## src/rtl/divider_taint_track_if.sv

```systemverilog
// Request/result bundle for divider_taint_track.
//
// Groups the operand inputs, their taint shadows and the result outputs (with taint
// shadows) of the taint-tracked restoring divider. Clock and reset stay outside.
//   master : the requester; drives start/operands, observes results
//   slave  : the divider; observes start/operands, drives results
interface divider_taint_track_if #(
  parameter int unsigned WIDTH = 32
);
  logic             start;
  logic             start_t;
  logic [WIDTH-1:0] dividend;
  logic [WIDTH-1:0] dividend_t;
  logic [WIDTH-1:0] divisor;
  logic [WIDTH-1:0] divisor_t;
  logic [WIDTH-1:0] quotient;
  logic [WIDTH-1:0] quotient_t;
  logic [WIDTH-1:0] remainder;
  logic [WIDTH-1:0] remainder_t;
  logic             quotientDone;
  logic             quotientDone_t;
  logic             divByZero;

  modport master (
    output start, start_t, dividend, dividend_t, divisor, divisor_t,
    input  quotient, quotient_t, remainder, remainder_t, quotientDone, quotientDone_t, divByZero
  );

  modport slave (
    input  start, start_t, dividend, dividend_t, divisor, divisor_t,
    output quotient, quotient_t, remainder, remainder_t, quotientDone, quotientDone_t, divByZero
  );
endinterface

```

## src/rtl/divider_taint_track.sv

```systemverilog
// Sequential restoring divider with bit-level taint tracking.
//
// Computes quotient and remainder of two unsigned WIDTH-bit operands, one quotient bit per
// cycle, MSB first. Every result carries a shadow _t vector marking bits that may depend on
// tainted inputs; untainted inputs always produce all-zero result taints.
//
// Ports:
//   clk  : rising-edge clock
//   rst  : synchronous, active-high reset (aborts any operation, clears all outputs)
//   bus  : divider_taint_track_if.slave
//          start/start_t, dividend/_t, divisor/_t         -> sampled on an accepted start (IDLE)
//          quotient/_t, remainder/_t, divByZero           -> registered, held until next completion
//          quotientDone/_t                                -> one-cycle completion pulse
//
// Optional feature macro: DIV_EARLY_ZERO_EN
//   defined   : a zero divisor skips the iterations (IDLE -> DONE), same values and taints
//   undefined : a zero divisor runs the full WIDTH iterations
module divider_taint_track #(
  parameter int unsigned WIDTH = 32
) (
  input logic                     clk,
  input logic                     rst,
  divider_taint_track_if.slave    bus
);

  localparam int unsigned CntW = (WIDTH > 1) ? $clog2(WIDTH) : 1;
  localparam logic [CntW-1:0] LastCnt = CntW'(WIDTH - 1);

  typedef enum logic [1:0] {StIdle, StIter, StDone} state_e;

  state_e            state_q, state_d;
  logic [CntW-1:0]   cnt_q, cnt_d;
  // Dividend shift register: its MSB feeds the accumulator each iteration.
  logic [WIDTH-1:0]  dvd_q, dvd_d;
  logic [WIDTH-1:0]  dvd_t_q, dvd_t_d;
  logic [WIDTH-1:0]  dvs_q, dvs_d;
  logic [WIDTH-1:0]  dvs_t_q, dvs_t_d;
  // Partial remainder. After the restore step it is always below the divisor, so WIDTH bits
  // suffice for storage; the shifted value used for compare is WIDTH+1 bits.
  logic [WIDTH-1:0]  acc_q, acc_d;
  logic [WIDTH-1:0]  acc_t_q, acc_t_d;
  logic [WIDTH-1:0]  quot_q, quot_d;
  logic [WIDTH-1:0]  quot_t_q, quot_t_d;
  logic              ctl_t_q, ctl_t_d;
  logic              zero_q, zero_d;

  logic [WIDTH-1:0]  quotient_q, quotient_d;
  logic [WIDTH-1:0]  quotient_t_q, quotient_t_d;
  logic [WIDTH-1:0]  remainder_q, remainder_d;
  logic [WIDTH-1:0]  remainder_t_q, remainder_t_d;
  logic              done_q, done_d;
  logic              done_t_q, done_t_d;
  logic              div_by_zero_q, div_by_zero_d;

  // Iteration datapath.
  logic [WIDTH:0]    acc_sh;
  logic [WIDTH:0]    acc_t_sh;
  logic              cmp_ge;
  logic              cmp_t;

  always_comb begin
    acc_sh   = {acc_q, dvd_q[WIDTH-1]};
    acc_t_sh = {acc_t_q, dvd_t_q[WIDTH-1]};
    cmp_ge   = (acc_sh >= {1'b0, dvs_q});
    // Compare outcome is tainted if any bit feeding it is tainted.
    cmp_t    = (|acc_t_sh) | (|dvs_t_q);
  end

`ifdef DIV_EARLY_ZERO_EN
  // Closed form of the full-run taints for a zero divisor: every iteration subtracts, so the
  // quotient taint of bit j is set once any tainted bit has been shifted in (dividend bits
  // WIDTH-1 down to j) or the divisor is tainted; the remainder taint saturates if anything
  // was ever tainted.
  logic [WIDTH-1:0] ez_quot_t;
  logic [WIDTH-1:0] ez_rem_t;
  logic             ez_run;

  always_comb begin
    ez_quot_t = '0;
    ez_run    = |bus.divisor_t;
    for (int i = WIDTH - 1; i >= 0; i--) begin
      ez_run       = ez_run | bus.dividend_t[i];
      ez_quot_t[i] = ez_run;
    end
    ez_rem_t = ez_run ? '1 : '0;
  end
`endif

  always_comb begin
    state_d       = state_q;
    cnt_d         = cnt_q;
    dvd_d         = dvd_q;
    dvd_t_d       = dvd_t_q;
    dvs_d         = dvs_q;
    dvs_t_d       = dvs_t_q;
    acc_d         = acc_q;
    acc_t_d       = acc_t_q;
    quot_d        = quot_q;
    quot_t_d      = quot_t_q;
    ctl_t_d       = ctl_t_q;
    zero_d        = zero_q;
    quotient_d    = quotient_q;
    quotient_t_d  = quotient_t_q;
    remainder_d   = remainder_q;
    remainder_t_d = remainder_t_q;
    div_by_zero_d = div_by_zero_q;
    done_d        = 1'b0;
    done_t_d      = 1'b0;

    unique case (state_q)
      StIdle: begin
        if (bus.start) begin
          dvd_d    = bus.dividend;
          dvd_t_d  = bus.dividend_t;
          dvs_d    = bus.divisor;
          dvs_t_d  = bus.divisor_t;
          ctl_t_d  = bus.start_t;
          zero_d   = (bus.divisor == '0);
          acc_d    = '0;
          acc_t_d  = '0;
          quot_d   = '0;
          quot_t_d = '0;
          cnt_d    = '0;
          state_d  = StIter;
`ifdef DIV_EARLY_ZERO_EN
          if (bus.divisor == '0) begin
            quot_d   = '1;
            quot_t_d = ez_quot_t;
            acc_d    = bus.dividend;
            acc_t_d  = ez_rem_t;
            state_d  = StDone;
          end
`endif
        end
      end

      StIter: begin
        dvd_d   = dvd_q << 1;
        dvd_t_d = dvd_t_q << 1;
        // True difference fits WIDTH bits whenever cmp_ge holds, so modular subtraction is exact.
        acc_d   = cmp_ge ? (acc_sh[WIDTH-1:0] - dvs_q) : acc_sh[WIDTH-1:0];
        acc_t_d = acc_t_sh[WIDTH-1:0] | (cmp_ge ? dvs_t_q : '0) | {WIDTH{cmp_t}};
        quot_d   = {quot_q[WIDTH-2:0], cmp_ge};
        quot_t_d = {quot_t_q[WIDTH-2:0], cmp_t};
        cnt_d    = cnt_q + 1'b1;
        if (cnt_q == LastCnt) begin
          state_d = StDone;
        end
      end

      StDone: begin
        quotient_d    = quot_q;
        remainder_d   = acc_q;
        quotient_t_d  = ctl_t_q ? '1 : quot_t_q;
        remainder_t_d = ctl_t_q ? '1 : acc_t_q;
        div_by_zero_d = zero_q;
        done_d        = 1'b1;
        done_t_d      = ctl_t_q;
        state_d       = StIdle;
      end

      default: state_d = StIdle;
    endcase
  end

  always_ff @(posedge clk) begin
    if (rst) begin
      state_q       <= StIdle;
      cnt_q         <= '0;
      dvd_q         <= '0;
      dvd_t_q       <= '0;
      dvs_q         <= '0;
      dvs_t_q       <= '0;
      acc_q         <= '0;
      acc_t_q       <= '0;
      quot_q        <= '0;
      quot_t_q      <= '0;
      ctl_t_q       <= 1'b0;
      zero_q        <= 1'b0;
      quotient_q    <= '0;
      quotient_t_q  <= '0;
      remainder_q   <= '0;
      remainder_t_q <= '0;
      done_q        <= 1'b0;
      done_t_q      <= 1'b0;
      div_by_zero_q <= 1'b0;
    end else begin
      state_q       <= state_d;
      cnt_q         <= cnt_d;
      dvd_q         <= dvd_d;
      dvd_t_q       <= dvd_t_d;
      dvs_q         <= dvs_d;
      dvs_t_q       <= dvs_t_d;
      acc_q         <= acc_d;
      acc_t_q       <= acc_t_d;
      quot_q        <= quot_d;
      quot_t_q      <= quot_t_d;
      ctl_t_q       <= ctl_t_d;
      zero_q        <= zero_d;
      quotient_q    <= quotient_d;
      quotient_t_q  <= quotient_t_d;
      remainder_q   <= remainder_d;
      remainder_t_q <= remainder_t_d;
      done_q        <= done_d;
      done_t_q      <= done_t_d;
      div_by_zero_q <= div_by_zero_d;
    end
  end

  assign bus.quotient       = quotient_q;
  assign bus.quotient_t     = quotient_t_q;
  assign bus.remainder      = remainder_q;
  assign bus.remainder_t    = remainder_t_q;
  assign bus.quotientDone   = done_q;
  assign bus.quotientDone_t = done_t_q;
  assign bus.divByZero      = div_by_zero_q;

endmodule

```

## src/flat_wrapper.sv

```systemverilog
// flat-port wrapper written by rule: the top's interface ports become plain ports
module divider_taint_track_flat 
#(
  parameter int unsigned WIDTH = 32
)
  (clk, rst, bus_start, bus_start_t, bus_dividend, bus_dividend_t, bus_divisor, bus_divisor_t, bus_quotient, bus_quotient_t, bus_remainder, bus_remainder_t, bus_quotientDone, bus_quotientDone_t, bus_divByZero);
  divider_taint_track_if #(.WIDTH(WIDTH)) bus_i ();
  input logic clk;
  input logic rst;
  input wire logic [$bits(bus_i.start)-1:0] bus_start;
  input wire logic [$bits(bus_i.start_t)-1:0] bus_start_t;
  input wire logic [$bits(bus_i.dividend)-1:0] bus_dividend;
  input wire logic [$bits(bus_i.dividend_t)-1:0] bus_dividend_t;
  input wire logic [$bits(bus_i.divisor)-1:0] bus_divisor;
  input wire logic [$bits(bus_i.divisor_t)-1:0] bus_divisor_t;
  output wire logic [$bits(bus_i.quotient)-1:0] bus_quotient;
  output wire logic [$bits(bus_i.quotient_t)-1:0] bus_quotient_t;
  output wire logic [$bits(bus_i.remainder)-1:0] bus_remainder;
  output wire logic [$bits(bus_i.remainder_t)-1:0] bus_remainder_t;
  output wire logic [$bits(bus_i.quotientDone)-1:0] bus_quotientDone;
  output wire logic [$bits(bus_i.quotientDone_t)-1:0] bus_quotientDone_t;
  output wire logic [$bits(bus_i.divByZero)-1:0] bus_divByZero;
  assign bus_i.start = bus_start;
  assign bus_i.start_t = bus_start_t;
  assign bus_i.dividend = bus_dividend;
  assign bus_i.dividend_t = bus_dividend_t;
  assign bus_i.divisor = bus_divisor;
  assign bus_i.divisor_t = bus_divisor_t;
  assign bus_quotient = bus_i.quotient;
  assign bus_quotient_t = bus_i.quotient_t;
  assign bus_remainder = bus_i.remainder;
  assign bus_remainder_t = bus_i.remainder_t;
  assign bus_quotientDone = bus_i.quotientDone;
  assign bus_quotientDone_t = bus_i.quotientDone_t;
  assign bus_divByZero = bus_i.divByZero;
  divider_taint_track #(.WIDTH(WIDTH)) u_core (.clk(clk), .rst(rst), .bus(bus_i));
endmodule
```

## config.mk

```make
export PLATFORM = sky130hd
export DESIGN_NAME = divider_taint_track_flat
export DESIGN_NICKNAME = d
export VERILOG_FILES = /design/src/rtl/divider_taint_track_if.sv /design/src/rtl/divider_taint_track.sv /design/src/flat_wrapper.sv
export SDC_FILE = /design/constraint.sdc
export NUM_CORES = 1
export LEC_CHECK = 0
export ABC_CLOCK_PERIOD_IN_PS = 2600
export BUFFER_PORTS_ARGS = -buffer_cell sky130_fd_sc_hd__buf_2
export CAP_MARGIN = 20
export CORE_ASPECT_RATIO = 0.8
export CORE_MARGIN = 2
export CORE_UTILIZATION = 35
export DETAILED_ROUTE_END_ITERATION = 7
export PLACE_DENSITY = 0.63
export SLEW_MARGIN = 20
export SYNTH_ARGS = -nofsm -noshare
export SYNTH_HDL_FRONTEND = slang
export SYNTH_SLANG_ARGS = --single-unit
```

## constraint.sdc

```tcl
create_clock -name clk -period 2.6 [get_ports clk]
set_clock_uncertainty 0.05 [all_clocks]
set_input_delay 0.26 -clock clk [delete_from_list [all_inputs] [get_ports clk]]
set_output_delay 0.26 -clock clk [all_outputs]
set_load 0.005 [all_outputs]
```

==> results.yml <==
status:
  status: "finished, violations left"
  violations: "setup timing"
synth:
  synth_area_mm2: 0.0163
  yosys.cell_count.top_type: "sky130_fd_sc_hd__dfxtp_1"
  yosys.area.top_type: "sky130_fd_sc_hd__dfxtp_1"
  synth-seq-cells: 396
  post-synth-top-area-fraction: 0.486
  synth_enable_flop_cells: 0
  ys_top_cells_by_count: "sky130_fd_sc_hd__dfxtp_1, sky130_fd_sc_hd__nand2_1, sky130_fd_sc_hd__nor2_1"
  ys.warnings.count: 0
  synth_sequential_area_ratio: 0.486
  ys_types: 53
  avgSynthCellArea_um2: 7.83
  async_reset_ff_frac: 0
  netlist_top_cells_area: "sky130_fd_sc_hd__dfxtp_1, sky130_fd_sc_hd__nand2_1, sky130_fd_sc_hd__a21oi_1, sky130_fd_sc_hd__nor2_1, sky130_fd_sc_hd__nor3_1"
  syn-instance-count: 2083
  number_of_nets_produced_by_synthesis: 2250
  synth_ff_type: "sky130_fd_sc_hd__dfxtp_1"
global_routing:
  vias_in_the_first_global_route: 15500
  grt_overflow_total: 0
  grt_pass1_wl_um: 78800
  grt.total_usage: 0.199
  maximum_number_of_pins_on_one_net_before_global_route_repair: 124
  antenna_found_initial: 1
route:
  detailedRoute.firstIterationViolations: 1130
  drtPass1Iterations: 5
  finalWirelength_um: 50100
  route.detailed.vias_per_inst: 5.12
  drcViolationCount: 0
  via_count: 16000
  drtAntennaViolNets: 0
  drt-wirelength-per-cell_um: 16.0
sta:
  final-max-slew-violation-count: 0
  achievable-frequency_ghz: 0.368
  timing.slew.headroom: 0.402
  worst_max_slew_pin_slew_ns: 0.897
  rsz0062_at_grt: "true"
  finalHoldViolCount: 0
  final_worst_path_period_share: 1.04
  setup_violations: 27
  setup_ws_ns: -0.114
  fin_setup_tns_ns: -1.83
  fin_hold_ws_ns: 0.181
  finalCriticalPeriod_ns: 2.71
final_layout:
  final_area_mm2: 0.0221
  combined_area_of_the_multi_input_logic_cells_mm2: 0.00805
  final_nets: 2659
  drive_above_1_share: 0.219
  fillers: 4385
  diode_count: 0
  areaGrowthSynthToFinish_pct: 35.8
  ff_latch_area_mm2: 0.00795
job:
  max-cap-violations: 0
clocking:
  clockBufferDepth: 3
  tritoncts: "yes"
  clock_sinks: 396
  ctsRootBufferMaster: "sky130_fd_sc_hd__clkbuf_16"
  clock_latency_of_the_later_clocked_register_in_the_worst_skew_pair_ns: 0.56
  htree_num_levels: 2
  clkSlewWorstSetupHoldPaths_ns: 0.06
  cts_inserted_buffers: 42
power_and_ir_drop:
  internal_portion_of_total_power_mw: 11.7
  p_clk_frac: 0.370
  sequentialPowerShare: 0.397
  cell_pwr_density_mw_per_mm2: 741
  power.share.combinational: 0.233
  switching_power_as_a_share_of_total_power: 0.285
  irDropWorstVdd_mv: 0.486
  cellLeakagePower_nw: 8.98
  net-switching-power_mw: 4.67
  report.power.total_mw: 16.4
die:
  chipHeight_um: 197
  row_count: 70
  coreArea_mm2: 0.0458
  initial_utilization: 0.356
  dieWidth_um: 245
  pin_count: 263
  floorplan.die_area_mm2: 0.0483
place:
  port_buffers: 262
  post-place-ws_ns: -0.224
  placedInstanceArea_mm2: 0.0190
  detailedPlacementHpwl_um: 32100
  gp_congestion: 0.860
worst_setup_path:
  worstPathMaxFanout: 6
  worstSetupEndpointType: "flop"
  timing.critical_path.arrival_ns: 3.11
  timing.critical_path.required_ns: 2.99
  setup_cp_type: "reg2reg"
  startpoint_type: "flop"
min_path:
  holdCritPathClass: "in2reg"
==> area by class of cell <==
type                    instances  area share
inverters                      42     0.00712
clock buffers                  59      0.0554
clock inverters                14     0.00729
flip-flops and latches        396       0.359
repair buffers                524       0.173
multi-input cells            1486       0.364
well taps                     612      0.0346
==> per-layer routing <==
| layer | vias to the layer above | part of all wire | track usage |
|---|---|---|---|
| li1 | 7942 | - | - |
| met1 | 7606 | 0.47 | 0.269 |
| met2 | 420 | 0.46 | 0.324 |
| met3 | 69 | 0.054 | 0.0368 |
| met4 | 0 | 0.021 | 0.0567 |
| met5 | - | 0 | 0 |
==> cells by family after synthesis <==
kind of cell	Yosys count	synth area share
buffers and inverters	201	0.0480
DFF	396	0.486
adders and majority gates	35	0.0273
AOI/OAI and AO/OA	402	0.142
xor gates and xnor gates	30	0.0161
and+or+nand+nor	996	0.267
muxes	23	0.0141
==> critical path, cell delays in order, from the launching register on <==
cell	delay (ns)
sky130_fd_sc_hd__dfxtp_2	0.33
sky130_fd_sc_hd__inv_2	0.05
sky130_fd_sc_hd__ha_4	0.28
sky130_fd_sc_hd__nand2_4	0.04
sky130_fd_sc_hd__or4_4	0.51
sky130_fd_sc_hd__a31o_4	0.25
sky130_fd_sc_hd__nand2_4	0.07
sky130_fd_sc_hd__a2111oi_4	0.07
sky130_fd_sc_hd__o21ai_2	0.20
sky130_fd_sc_hd__o21a_4	0.27
sky130_fd_sc_hd__clkbuf_16	0.21
sky130_fd_sc_hd__mux2i_1	0.20
sky130_fd_sc_hd__o21ai_1	0.07
==> path summary, 6_finish.rpt <==
path / startpoint / endpoint / slack, ns / cells past startpoint
worst max-delay path: u_core.dvs_q[6]$_SDFFE_PP0P_ / u_core.acc_q[10]$_SDFFE_PP0P_ / -0.11 / 12
worst min-delay path: bus_start / u_core.ctl_t_q$_SDFFE_PP0P_ / 0.18 / 4
worst max register to register: u_core.dvs_q[6]$_SDFFE_PP0P_ / u_core.acc_q[10]$_SDFFE_PP0P_ / -0.11 / 12
worst min register to register: u_core.bus.remainder[15]$_SDFFE_PP0P_ / u_core.bus.remainder[15]$_SDFFE_PP0P_ / 0.40 / 2
==> cell usage in the layout (no fill, tap or decap), types with 11 or more instances in the layout <==
master / count
sky130_fd_sc_hd__a21o_1: 15
sky130_fd_sc_hd__a21oi_1: 254
sky130_fd_sc_hd__a22oi_1: 32
sky130_fd_sc_hd__buf_12: 12
sky130_fd_sc_hd__buf_2: 261
sky130_fd_sc_hd__buf_4: 110
sky130_fd_sc_hd__clkbuf_16: 45
sky130_fd_sc_hd__dfxtp_1: 378
sky130_fd_sc_hd__dfxtp_2: 18
sky130_fd_sc_hd__dlygate4sd3_1: 130
sky130_fd_sc_hd__ha_1: 21
sky130_fd_sc_hd__ha_4: 13
sky130_fd_sc_hd__inv_1: 33
sky130_fd_sc_hd__mux2i_1: 22
sky130_fd_sc_hd__nand2_1: 370
sky130_fd_sc_hd__nand3_1: 80
sky130_fd_sc_hd__nand4_1: 12
sky130_fd_sc_hd__nor2_1: 267
sky130_fd_sc_hd__nor3_1: 140
sky130_fd_sc_hd__nor4_1: 86
sky130_fd_sc_hd__o21ai_0: 15
sky130_fd_sc_hd__o21ai_1: 28
sky130_fd_sc_hd__xnor2_1: 19
sky130_fd_sc_hd__xor2_1: 11
==> timing repair <==
| item | 4_1_cts | 5_1_grt |
|---|---|---|
| pin swaps | 12 | 42 |
| endpoints found under the hold margin | 130 | 0 |
| hold buffers | 130 | 0 |
| buffers inserted | 6 | 8 |
| gates resized for setup | 30 | 41 |
| cloned | 0 | 2 |
| setup endpoints to repair | 33 | 33 |
==> through the flow <==
stage	cells	util
floorplan	2083	-
global placement	2915	0.414
detailed placement	2915	0.414
CTS	3124	0.477
global route	3133	0.483
finish	3133	0.483
==> state kept, by name (all words and copies together) (netlist names), 2 cells and up <==
name / count
u_core.bus.remainder: 32
u_core.acc_t_q: 32
u_core.dvs_t_q: 32
u_core.bus.remainder_t: 32
u_core.cnt_q: 5
u_core.dvd_t_q: 32
u_core.state_q: 2
u_core.dvs_q: 32
u_core.quot_t_q: 32
u_core.acc_q: 32
u_core.quot_q: 32
u_core.bus.quotient: 32
u_core.bus.quotient_t: 32
u_core.dvd_q: 32
==> power by group through the flow <==
| stage | Combinational [mW] | Clock [mW] | Sequential, mW |
|---|---|---|---|
| floorplan | 2.11 | 0 | 6.60 |
| finish | 3.82 | 6.07 | 6.52 |
| global route | 4.15 | 6.47 | 6.54 |
| global placement | 3.10 | 0 | 6.63 |
| CTS | 3.49 | 6.25 | 6.51 |
| detailed placement | 3.15 | 0 | 6.64 |
Power figures use the tool's default switching activity.
